[src/rtl/calc_pkg.sv]
// Shared types for the calculator datapath: step codes, opcodes, flag bit positions
// and the multiplier FSM state encoding.
package calc_pkg;

    typedef enum logic [1:0] {
        WAIT_OP1       = 2'd0,
        WAIT_OP2       = 2'd1,
        WAIT_OPERATION = 2'd2,
        SHOW_RESULT    = 2'd3
    } step_e;

    typedef enum logic [2:0] {
        OP_ADD  = 3'b000,
        OP_SUB  = 3'b001,
        OP_AND  = 3'b010,
        OP_OR   = 3'b011,
        OP_XOR  = 3'b100,
        OP_SHL  = 3'b101,
        OP_MUL  = 3'b110,
        OP_RSVD = 3'b111
    } opcode_e;

    typedef enum logic [1:0] {
        MUL_IDLE = 2'd0,
        MUL_RUN  = 2'd1,
        MUL_DONE = 2'd2
    } mul_state_e;

    localparam int FLAG_CARRY = 0;
    localparam int FLAG_ZERO  = 1;
    localparam int FLAG_NEG   = 2;
    localparam int FLAG_ERR   = 3;

endpackage

[src/rtl/calc_seq_mul.sv]
// Shift-add multiplier: one partial product per cycle for WIDTH cycles, then one DONE cycle.
module calc_seq_mul
    import calc_pkg::*;
#(
    parameter int WIDTH = 16
) (
    input  logic               clock,
    input  logic               reset,
    input  logic               start,
    input  logic               abort,
    input  logic [WIDTH-1:0]   a,
    input  logic [WIDTH-1:0]   b,
    output logic               busy,
    output logic               done,
    output logic [2*WIDTH-1:0] product
);

    localparam int CW = $clog2(WIDTH + 1);

    mul_state_e         state_q, state_d;
    logic [CW-1:0]      cnt_q, cnt_d;
    logic [2*WIDTH-1:0] acc_q, acc_d;
    logic [2*WIDTH-1:0] mcand_q, mcand_d;
    logic [WIDTH-1:0]   mplier_q, mplier_d;

    always_ff @(posedge clock) begin
        if (!reset) begin
            state_q  <= MUL_IDLE;
            cnt_q    <= '0;
            acc_q    <= '0;
            mcand_q  <= '0;
            mplier_q <= '0;
        end else begin
            state_q  <= state_d;
            cnt_q    <= cnt_d;
            acc_q    <= acc_d;
            mcand_q  <= mcand_d;
            mplier_q <= mplier_d;
        end
    end

    always_comb begin
        state_d = state_q;
        if (abort) begin
            state_d = MUL_IDLE;
        end else begin
            case (state_q)
                MUL_IDLE: if (start) state_d = MUL_RUN;
                // counter hits zero on this step's decrement
                MUL_RUN:  if (cnt_q == CW'(1)) state_d = MUL_DONE;
                MUL_DONE: state_d = MUL_IDLE;
                default:  state_d = MUL_IDLE;
            endcase
        end
    end

    always_comb begin
        cnt_d    = cnt_q;
        acc_d    = acc_q;
        mcand_d  = mcand_q;
        mplier_d = mplier_q;
        if (state_q == MUL_IDLE && start && !abort) begin
            cnt_d    = CW'(WIDTH);
            acc_d    = '0;
            mcand_d  = {{WIDTH{1'b0}}, a};
            mplier_d = b;
        end else if (state_q == MUL_RUN && !abort) begin
            if (mplier_q[0]) acc_d = acc_q + mcand_q;
            mcand_d  = mcand_q << 1;
            mplier_d = mplier_q >> 1;
            cnt_d    = cnt_q - CW'(1);
        end
    end

    always_comb begin
        busy    = (state_q == MUL_RUN);
        done    = (state_q == MUL_DONE);
        product = acc_q;
    end

endmodule

[src/rtl/calc_datapath.sv]
// Calculator operand/result datapath driven by the step controller's code.
// Define CALC_MUL_EN to build the sequential multiplier for opcode 110.
module calc_datapath
    import calc_pkg::*;
#(
    parameter int WIDTH = 16
) (
    input  logic             clock,
    input  logic             reset,
    input  logic             trigger,
    input  logic             undo,
    input  logic [1:0]       state_in,
    input  logic [WIDTH-1:0] data_in,
    input  logic [2:0]       op_in,
    output logic [WIDTH-1:0] op_a,
    output logic [WIDTH-1:0] op_b,
    output logic [WIDTH-1:0] result,
    output logic [WIDTH-1:0] display,
    output logic [3:0]       flags,
    output logic             busy,
    output logic             valid
);

    logic [WIDTH-1:0] op_a_q, op_a_d, op_b_q, op_b_d, result_q, result_d;
    logic [3:0]       flags_q, flags_d;
    logic             valid_q, valid_d;
    logic             mul_busy, trig_ev, undo_ev;
    step_e            step;

    function automatic logic [3:0] mk_flags(input logic [WIDTH-1:0] r, input logic c,
                                            input logic err);
        logic [3:0] f;
        f = '0;
        f[FLAG_ERR] = err;
        if (!err) begin
            f[FLAG_CARRY] = c;
            f[FLAG_ZERO]  = (r == '0);
            f[FLAG_NEG]   = r[WIDTH-1];
        end
        return f;
    endfunction

    // MUL lands in the error arm here; the multiplier path intercepts it when built.
    function automatic logic [WIDTH+3:0] alu(input logic [WIDTH-1:0] a, input logic [WIDTH-1:0] b,
                                             input logic [2:0] op);
        logic [WIDTH:0]     sum;
        logic [2*WIDTH-1:0] wide;
        logic [WIDTH-1:0]   r;
        logic               c, err;
        sum = '0; wide = '0; r = '0; c = 1'b0; err = 1'b0;
        case (opcode_e'(op))
            OP_ADD: begin sum = {1'b0, a} + {1'b0, b}; r = sum[WIDTH-1:0]; c = sum[WIDTH]; end
            OP_SUB: begin r = a - b; c = (a < b); end
            OP_AND: r = a & b;
            OP_OR:  r = a | b;
            OP_XOR: r = a ^ b;
            OP_SHL: begin
                wide = {{WIDTH{1'b0}}, a} << b[3:0];
                r    = wide[WIDTH-1:0];
                c    = |wide[2*WIDTH-1:WIDTH];
            end
            default: err = 1'b1;
        endcase
        return {mk_flags(r, c, err), r};
    endfunction

    assign step    = step_e'(state_in);
    assign trig_ev = trigger && !undo && !mul_busy;
    assign undo_ev = undo && !trigger;

`ifdef CALC_MUL_EN
    logic               mul_start, mul_abort, mul_done;
    logic [2*WIDTH-1:0] product;

    assign mul_start = trig_ev && step == WAIT_OPERATION && op_in == OP_MUL;
    assign mul_abort = undo_ev && step == SHOW_RESULT;

    calc_seq_mul #(.WIDTH(WIDTH)) u_mul (
        .clock   (clock),
        .reset   (reset),
        .start   (mul_start),
        .abort   (mul_abort),
        .a       (op_a_q),
        .b       (op_b_q),
        .busy    (mul_busy),
        .done    (mul_done),
        .product (product)
    );
`else
    assign mul_busy = 1'b0;
`endif

    always_ff @(posedge clock) begin
        if (!reset) begin
            op_a_q   <= '0;
            op_b_q   <= '0;
            result_q <= '0;
            flags_q  <= '0;
            valid_q  <= 1'b0;
        end else begin
            op_a_q   <= op_a_d;
            op_b_q   <= op_b_d;
            result_q <= result_d;
            flags_q  <= flags_d;
            valid_q  <= valid_d;
        end
    end

    always_comb begin
        op_a_d   = op_a_q;
        op_b_d   = op_b_q;
        result_d = result_q;
        flags_d  = flags_q;
        valid_d  = valid_q;
        if (trig_ev) begin
            case (step)
                WAIT_OP1: op_a_d = data_in;
                WAIT_OP2: op_b_d = data_in;
                WAIT_OPERATION: begin
`ifdef CALC_MUL_EN
                    if (op_in == OP_MUL) begin
                        result_d = '0;
                        flags_d  = '0;
                        valid_d  = 1'b0;
                    end else
`endif
                    begin
                        {flags_d, result_d} = alu(op_a_q, op_b_q, op_in);
                        valid_d = 1'b1;
                    end
                end
                default: begin
                    op_a_d   = '0;
                    op_b_d   = '0;
                    result_d = '0;
                    flags_d  = '0;
                    valid_d  = 1'b0;
                end
            endcase
        end else if (undo_ev) begin
            case (step)
                WAIT_OP1:       ;
                WAIT_OP2:       op_a_d = '0;
                WAIT_OPERATION: op_b_d = '0;
                default: begin
                    result_d = '0;
                    flags_d  = '0;
                    valid_d  = 1'b0;
                end
            endcase
        end
`ifdef CALC_MUL_EN
        if (mul_done && !mul_abort) begin
            result_d = product[WIDTH-1:0];
            flags_d  = mk_flags(product[WIDTH-1:0], |product[2*WIDTH-1:WIDTH], 1'b0);
            valid_d  = 1'b1;
        end
`endif
    end

    always_comb begin
        case (step)
            WAIT_OP1, WAIT_OP2: display = data_in;
            WAIT_OPERATION:     display = op_b_q;
            default:            display = valid_q ? result_q : '0;
        endcase
    end

    assign op_a   = op_a_q;
    assign op_b   = op_b_q;
    assign result = result_q;
    assign flags  = flags_q;
    assign valid  = valid_q;
    assign busy   = mul_busy;

endmodule

[config.mk]
export PLATFORM = sky130hd
export DESIGN_NAME = calc_datapath
export DESIGN_NICKNAME = d
export VERILOG_FILES = /design/src/rtl/calc_pkg.sv /design/src/rtl/calc_seq_mul.sv /design/src/rtl/calc_datapath.sv
export SDC_FILE = /design/constraint.sdc
export NUM_CORES = 1
export LEC_CHECK = 0
export ABC_AREA = 1
export BUFFER_PORTS_ARGS = -buffer_cell sky130_fd_sc_hd__buf_2
export CORE_MARGIN = 8
export CORE_UTILIZATION = 55
export DETAILED_ROUTE_END_ITERATION = 10
export PLACE_DENSITY = 0.78
export SLEW_MARGIN = 20
export SYNTH_ARGS = -nofsm -noshare
export SYNTH_HDL_FRONTEND = slang
export SYNTH_HIERARCHICAL = 1
export SYNTH_SLANG_ARGS = --single-unit
[constraint.sdc]
create_clock -name clock -period 3.4 [get_ports clock]
set_clock_uncertainty 0.1 [all_clocks]
set_input_delay 0.51 -clock clock [delete_from_list [all_inputs] [get_ports clock]]
set_output_delay 0.51 -clock clock [all_outputs]
set_load 0.03 [all_outputs]
==> metrics.yaml, run 1 <==
place_hpwl_um: 18800
fp.dieW_um: 120
grt-ovfl-total: 0
firstDrtPassIters: 5
path_delay_family: "simple AND/OR/NAND/NOR gates"
ctsResizeCount: 0
rsz0062_at_grt: "no"
period_minus_slack_ns: 2.98
p_leak_uw: 0.00335
routed_wirelength_um: 23100
syn_nets: 1108
worst_pin_slew_ns: 0.922
nNetsFinal: 1168
power_per_cell_area_nw_per_um2: 355
dr_wl_met3_um: 2300
async_flop_share_pct: 0
clockRootBuffer: "clkbuf_8"
syn_to_final_growth_pct: 10.1
grt_pass1_vias: 6767
clock_sinks: 53
core_um2: 10700
start_kind: "flip-flop"
clockBufferDepth: 2
setup_violations: 0
status: "complete, no violations"
crit_buf_inv: 2
drv_cap: 0
htreeDepth: 2
cts_tree: "built"
critical_path_class: "flip-flop to flip-flop"
die_h_um: 120
arrival_ns: 3.05
die_area_um2: 14500
min_period_over_period_pct: 87.6
gp_congestion: 1.02
drive_gt1_share_pct: 12.4
cpPeakStageDelay_ns: 0.53
grt_pass1_wl_um: 35900
cts_buffers: 5
cts_setup_buffers: 0
synth_edf_count: 0
tns_ns: 0
drt_first_iter_violations: 834
hold_buffers: 0
grt_max_degree: 54
synth_seq_area_share_pct: 17.7
wl_met2_um: 9680
wl_per_cell_um: 18.8
rows: 38
syn_inst: 1024
drv_slew: 0
crit_slowest_cell: "o21ai_0"
num_vias: 7269
whs_ns: 0.373
synth_area_um2: 5990
path_clk_slew_ns: 0.10
relSlewSlack_pct: 38.4
top_layer: "met4"
grt.total_usage_pct: 31.3
path_cells: "inv_1 > ha_1 > inv_1 > nand2_1 > nand3_1 > nand3_1 > nand2_1 > nand2_1 > nand3_1 > nand2_1 > nor2_1 > o21ai_0 > a21oi_1"
final-hold-violation-count: 0
cp_max_fo: 9
antenna_found_initial: 0
timing.fmax_ghz: 0.336
wl_met1_um: 9900
syn_area_per_cell_um2: 5.85
synth_flop_cell: "dfxtp_1"
synth.distinct_cells: 38
antennaDiodeCount: 0
pin_count: 95
io_buffers: 93
ys_ff_latch: 53
antenna_left: 0
hold_class: "flip-flop to flip-flop"
ir_drop_uv: 312
worst_ep_required_time_ns: 3.47
crit_path_frequent_cell: "nand2_1"
avgViaCountPerCell: 5.93
critPathCaptureType: "flip-flop"
clock_latency_ns: 0.31
synth-warning-count: 6
initial_core_util_pct: 55.7
drc_errors: 0
==> final timing paths <==
| check | slack, ns | depth (start not counted) | to | start |
|---|---|---|---|---|
| min | 0.37 | 2 | flags[2] | flags[2] |
| min reg2reg | 0.37 | 2 | flags[2] | flags[2] |
| max reg2reg | 0.42 | 13 | result[15] | op_a[2] |
| max | 0.42 | 13 | result[15] | op_a[2] |
==> stage by stage <==
| step | instances | total power [µW] | setup slack, ns | util [%] | instance area (µm²) |
|---|---|---|---|---|---|
| finish | 1225 | 2340 | 0.422 | 61.3 | 6590 |
| global route | 1225 | 2490 | 0.244 | 61.3 | 6590 |
| CTS | 1225 | 2310 | 0.503 | 61.3 | 6590 |
| detailed placement | 1217 | 1880 | 0.461 | 60.3 | 6480 |
| global placement | 1217 | 1870 | 0.537 | 60.3 | 6480 |
| floorplan | 1024 | 1540 | 0.647 | - | 5990 |
==> final cells by class <==
type                       count  area [µm²]
tap                          140         175
multi-input combinational    792        4200
inverter                     124         465
sequential                    53        1060
clock inverter                 3        43.8
timing repair buffer         108         578
fill                        1113        4160
clock buffer                   5        68.8
==> power by group <==
| group | total (µW) | switching (µW) | internal [µW] |
|---|---|---|---|
| registers | 707 | 52.8 | 654 |
| logic | 1190 | 838 | 348 |
| clock network | 446 | 225 | 221 |
| total | 2340 | 1120 | 1220 |
==> worst register-to-register path, cell delays in order (launching register included) <==
cell and delay (ns):
dfxtp_1 0.49, inv_1 0.11, ha_1 0.52, inv_1 0.14, nand2_1 0.10, nand3_1 0.19, nand3_1 0.15, nand2_1 0.10
nand2_1 0.09, nand3_1 0.07, nand2_1 0.06, nor2_1 0.07, o21ai_0 0.53, a21oi_1 0.14
==> cell families (layout without fill, tap and decap cells) <==
kind of cell	after synthesis	in the layout	synth area share, %
multiplexers	1	1	0.167
other	1	1	0.0626
XOR/XNOR	1	1	0.146
adder cells (fa/ha/maj)	59	59	12.6
AO/OA/AOI/OAI	196	196	19.5
buffers and inverters	179	240	12.2
flip-flops	53	53	17.7
AND/OR/NAND/NOR	534	534	37.5
==> state kept, by name, indices dropped and copies added, names as in the netlist <==
signal,flops
op_a,16
op_b,16
result,16
flags,4
valid,1
==> synth_stat cells (4+ instances only) <==
master    count  area, µm²
nand2_1     290       1090
nand3_1     125        626
inv_1       113        424
nor2_1       89        334
a21oi_1      68        340
ha_1         57        713
dfxtp_1      53       1060
o21ai_0      38        190
a211oi_1     32        240
clkbuf_1     26       97.6
buf_2        22        110
a31oi_1      21        131
a22oi_1      16        120
nand4_1      12       75.1
inv_2        10       37.5
o22ai_1       9       56.3
nor3_1        6       30.0
o211ai_1      4       30.0
==> cells in the final DEF (no fill, tap or decap), types with 2 or more instances in the layout <==
| cell type | Yosys | layout |
|---|---|---|
| nor3_1 | 6 | 6 |
| nand3_1 | 125 | 125 |
| o21ai_0 | 38 | 38 |
| o211ai_1 | 4 | 4 |
| nor2_2 | 2 | 2 |
| buf_2 | 22 | 93 |
| o21bai_1 | 3 | 3 |
| a21oi_1 | 68 | 68 |
| nand3b_1 | 2 | 2 |
| a22oi_1 | 16 | 16 |
| nor2_1 | 89 | 89 |
| dfxtp_1 | 53 | 53 |
| clkbuf_8 | 0 | 5 |
| nand4_1 | 12 | 12 |
| fa_1 | 2 | 2 |
| ha_1 | 57 | 57 |
| buf_4 | 3 | 15 |
| and2_1 | 2 | 2 |
| o22ai_1 | 9 | 9 |
| inv_1 | 113 | 113 |
| nand3_2 | 3 | 3 |
| a31oi_1 | 21 | 21 |
| inv_2 | 10 | 10 |
| nand2_1 | 290 | 290 |
| a211oi_1 | 32 | 32 |
==> routing by layer <==
metal	track usage, %	up-vias
li1	-	3498
met1	41.1	3306
met2	47.4	397
met3	6.06	68
met4	16.9	0
met5	0	-
No activity file was read; power rests on OpenSTA's default activity.
==> run 2, diff against run 1 <==
ABC_CLOCK_PERIOD_IN_PS = 3400   (was default)
REMOVE_ABC_BUFFERS = 1   (was default)
==> metrics.yaml, run 2 (synthesis results as in run 1) <==
path_clk_slew_ns: 0.10
period_minus_slack_ns: 2.97
num_vias: 7303
drv_cap: 0
crit_buf_inv: 3
clockRootBuffer: "clkbuf_8"
drt_first_iter_violations: 939
hold_depth: 2
drv_slew: 0
rsz0062_at_grt: "no"
grt_pass1_vias: 6622
place_hpwl_um: 17500
worst_ep_required_time_ns: 3.55
clockBufferDepth: 2
tns_ns: 0
cts_tree: "built"
avgViaCountPerCell: 5.97
core_um2: 10700
min_to: "flags[2]"
path_cells: "buf_4 > inv_1 > ha_1 > inv_1 > nor3_1 > nand2_1 > nand3_1 > nor2_1 > nand2_1 > nor2_1 > nand3_1 > nor2_1 > nand3_1 > nor2_1 > nor2_1 > nor2_1"
crit_slowest_cell: "dfxtp_1"
ir_drop_uv: 433
wl_per_cell_um: 17.9
path_delay_family: "simple AND/OR/NAND/NOR gates"
holdCritStartpoint: "flags[2]"
layout_commonest_cell: "nand2_1"
cp_max_fo: 28
drc_errors: 0
setup_violations: 0
cts_setup_buffers: 0
grt.total_usage_pct: 29.7
grt-ovfl-total: 0
rr_worst_depth: 16
critPathCaptureType: "flip-flop"
min_period_over_period_pct: 87.3
relSlewSlack_pct: 38.5
fillers: 1114
regToRegEndpoint: "flags[1]"
antenna_left: 0
drive_gt1_share_pct: 12.3
routed_wirelength_um: 21900
grt_pass1_wl_um: 34600
rows: 38
grt_max_degree: 54
gp_congestion: 1.01
utilization_pct: 61.3
htreeDepth: 2
final_cell_mix: "290 x nand2_1, 125 x nand3_1, 113 x inv_1"
arrival_ns: 3.12
crit_path_frequent_cell: "nor2_1"
nNetsFinal: 1168
clock_sinks: 53
postPlaceCellArea_um2: 6480
r2r_start: "op_b[0]"
timing.fmax_ghz: 0.337
start_kind: "flip-flop"
hold_buffers: 0
die_h_um: 120
fp.dieW_um: 120
firstDrtPassIters: 5
ctsResizeCount: 0
io_buffers: 93
clock_latency_ns: 0.32
critical_path_class: "flip-flop to flip-flop"
antenna_found_initial: 0
whs_ns: 0.380
power_per_cell_area_nw_per_um2: 351
design_area_um2: 6580
initial_core_util_pct: 55.7
ff2ff_setup_slack_ns: 0.43
cts_buffers: 5
status: "complete, no violations"
power_uw: 2310
worst-path-stages: 16
pin_count: 95
cpPeakStageDelay_ns: 0.43
die_area_um2: 14500
hold_class: "flip-flop to flip-flop"
syn_to_final_growth_pct: 9.97
worst_pin_slew_ns: 0.921
final-hold-violation-count: 0
antennaDiodeCount: 0
p_leak_uw: 0.00335
[run 2: cell types whose count changed in the layout (fill, tap and decap cells not counted)]
cell      before  now
clkinv_2       1    0
[run 2: final cells by class]
class / count / area, µm² / share of cell area (%)
clock buffers: 5 / 68.8 / 1.05
inverters: 124 / 465 / 7.07
repair buffers: 108 / 578 / 8.78
flip-flops and latches: 53 / 1060 / 16.1
clock inverters: 2 / 38.8 / 0.589
multi-input cells: 792 / 4200 / 63.7
well taps: 140 / 175 / 2.66
[run 2: metrics by stage]
stage,setup WS [ns],cells
2_1_floorplan,0.335,969
3_3_place_gp,0.561,1217
3_5_place_dp,0.540,1217
4_1_cts,0.566,1224
5_1_grt,0.243,1224
6_report,0.432,1224
[run 2: worst max-delay path by stage]
stage	slack, ns	startpoint	to
final	0.43	op_b[0]	flags[1]
after global routing	0.24	op_b[0]	flags[1]
after CTS	0.57	op_b[0]	flags[1]
after detailed placement	0.54	undo	result[15]
after global placement	0.56	undo	flags[2]
after floorplan	0.33	op_b[2]	flags[1]
[run 2: report_power, final]
| group | switching [µW] | internal (µW) | total [µW] |
|---|---|---|---|
| clock | 223 | 218 | 441 |
| sequential | 46.8 | 654 | 701 |
| combinational | 824 | 347 | 1170 |
| total | 1090 | 1220 | 2310 |
[run 2: worst min-delay path, stage by stage, from the launching register on]
cell and delay, ns:
dfxtp_1 0.33, nand2_1 0.06, a21oi_1 0.06
[run 2: layer usage]
layer  vias up  routed length (µm)  part of all wire, %  GRT usage [%]
met4         0                 472                  2.2           8.74
met3        32                2400                   11           4.43
met1      3325                9480                   43           41.3
met2       442                9540                   44           46.5
met5         -                   0                    0              0
li1       3504                   -                    -              -
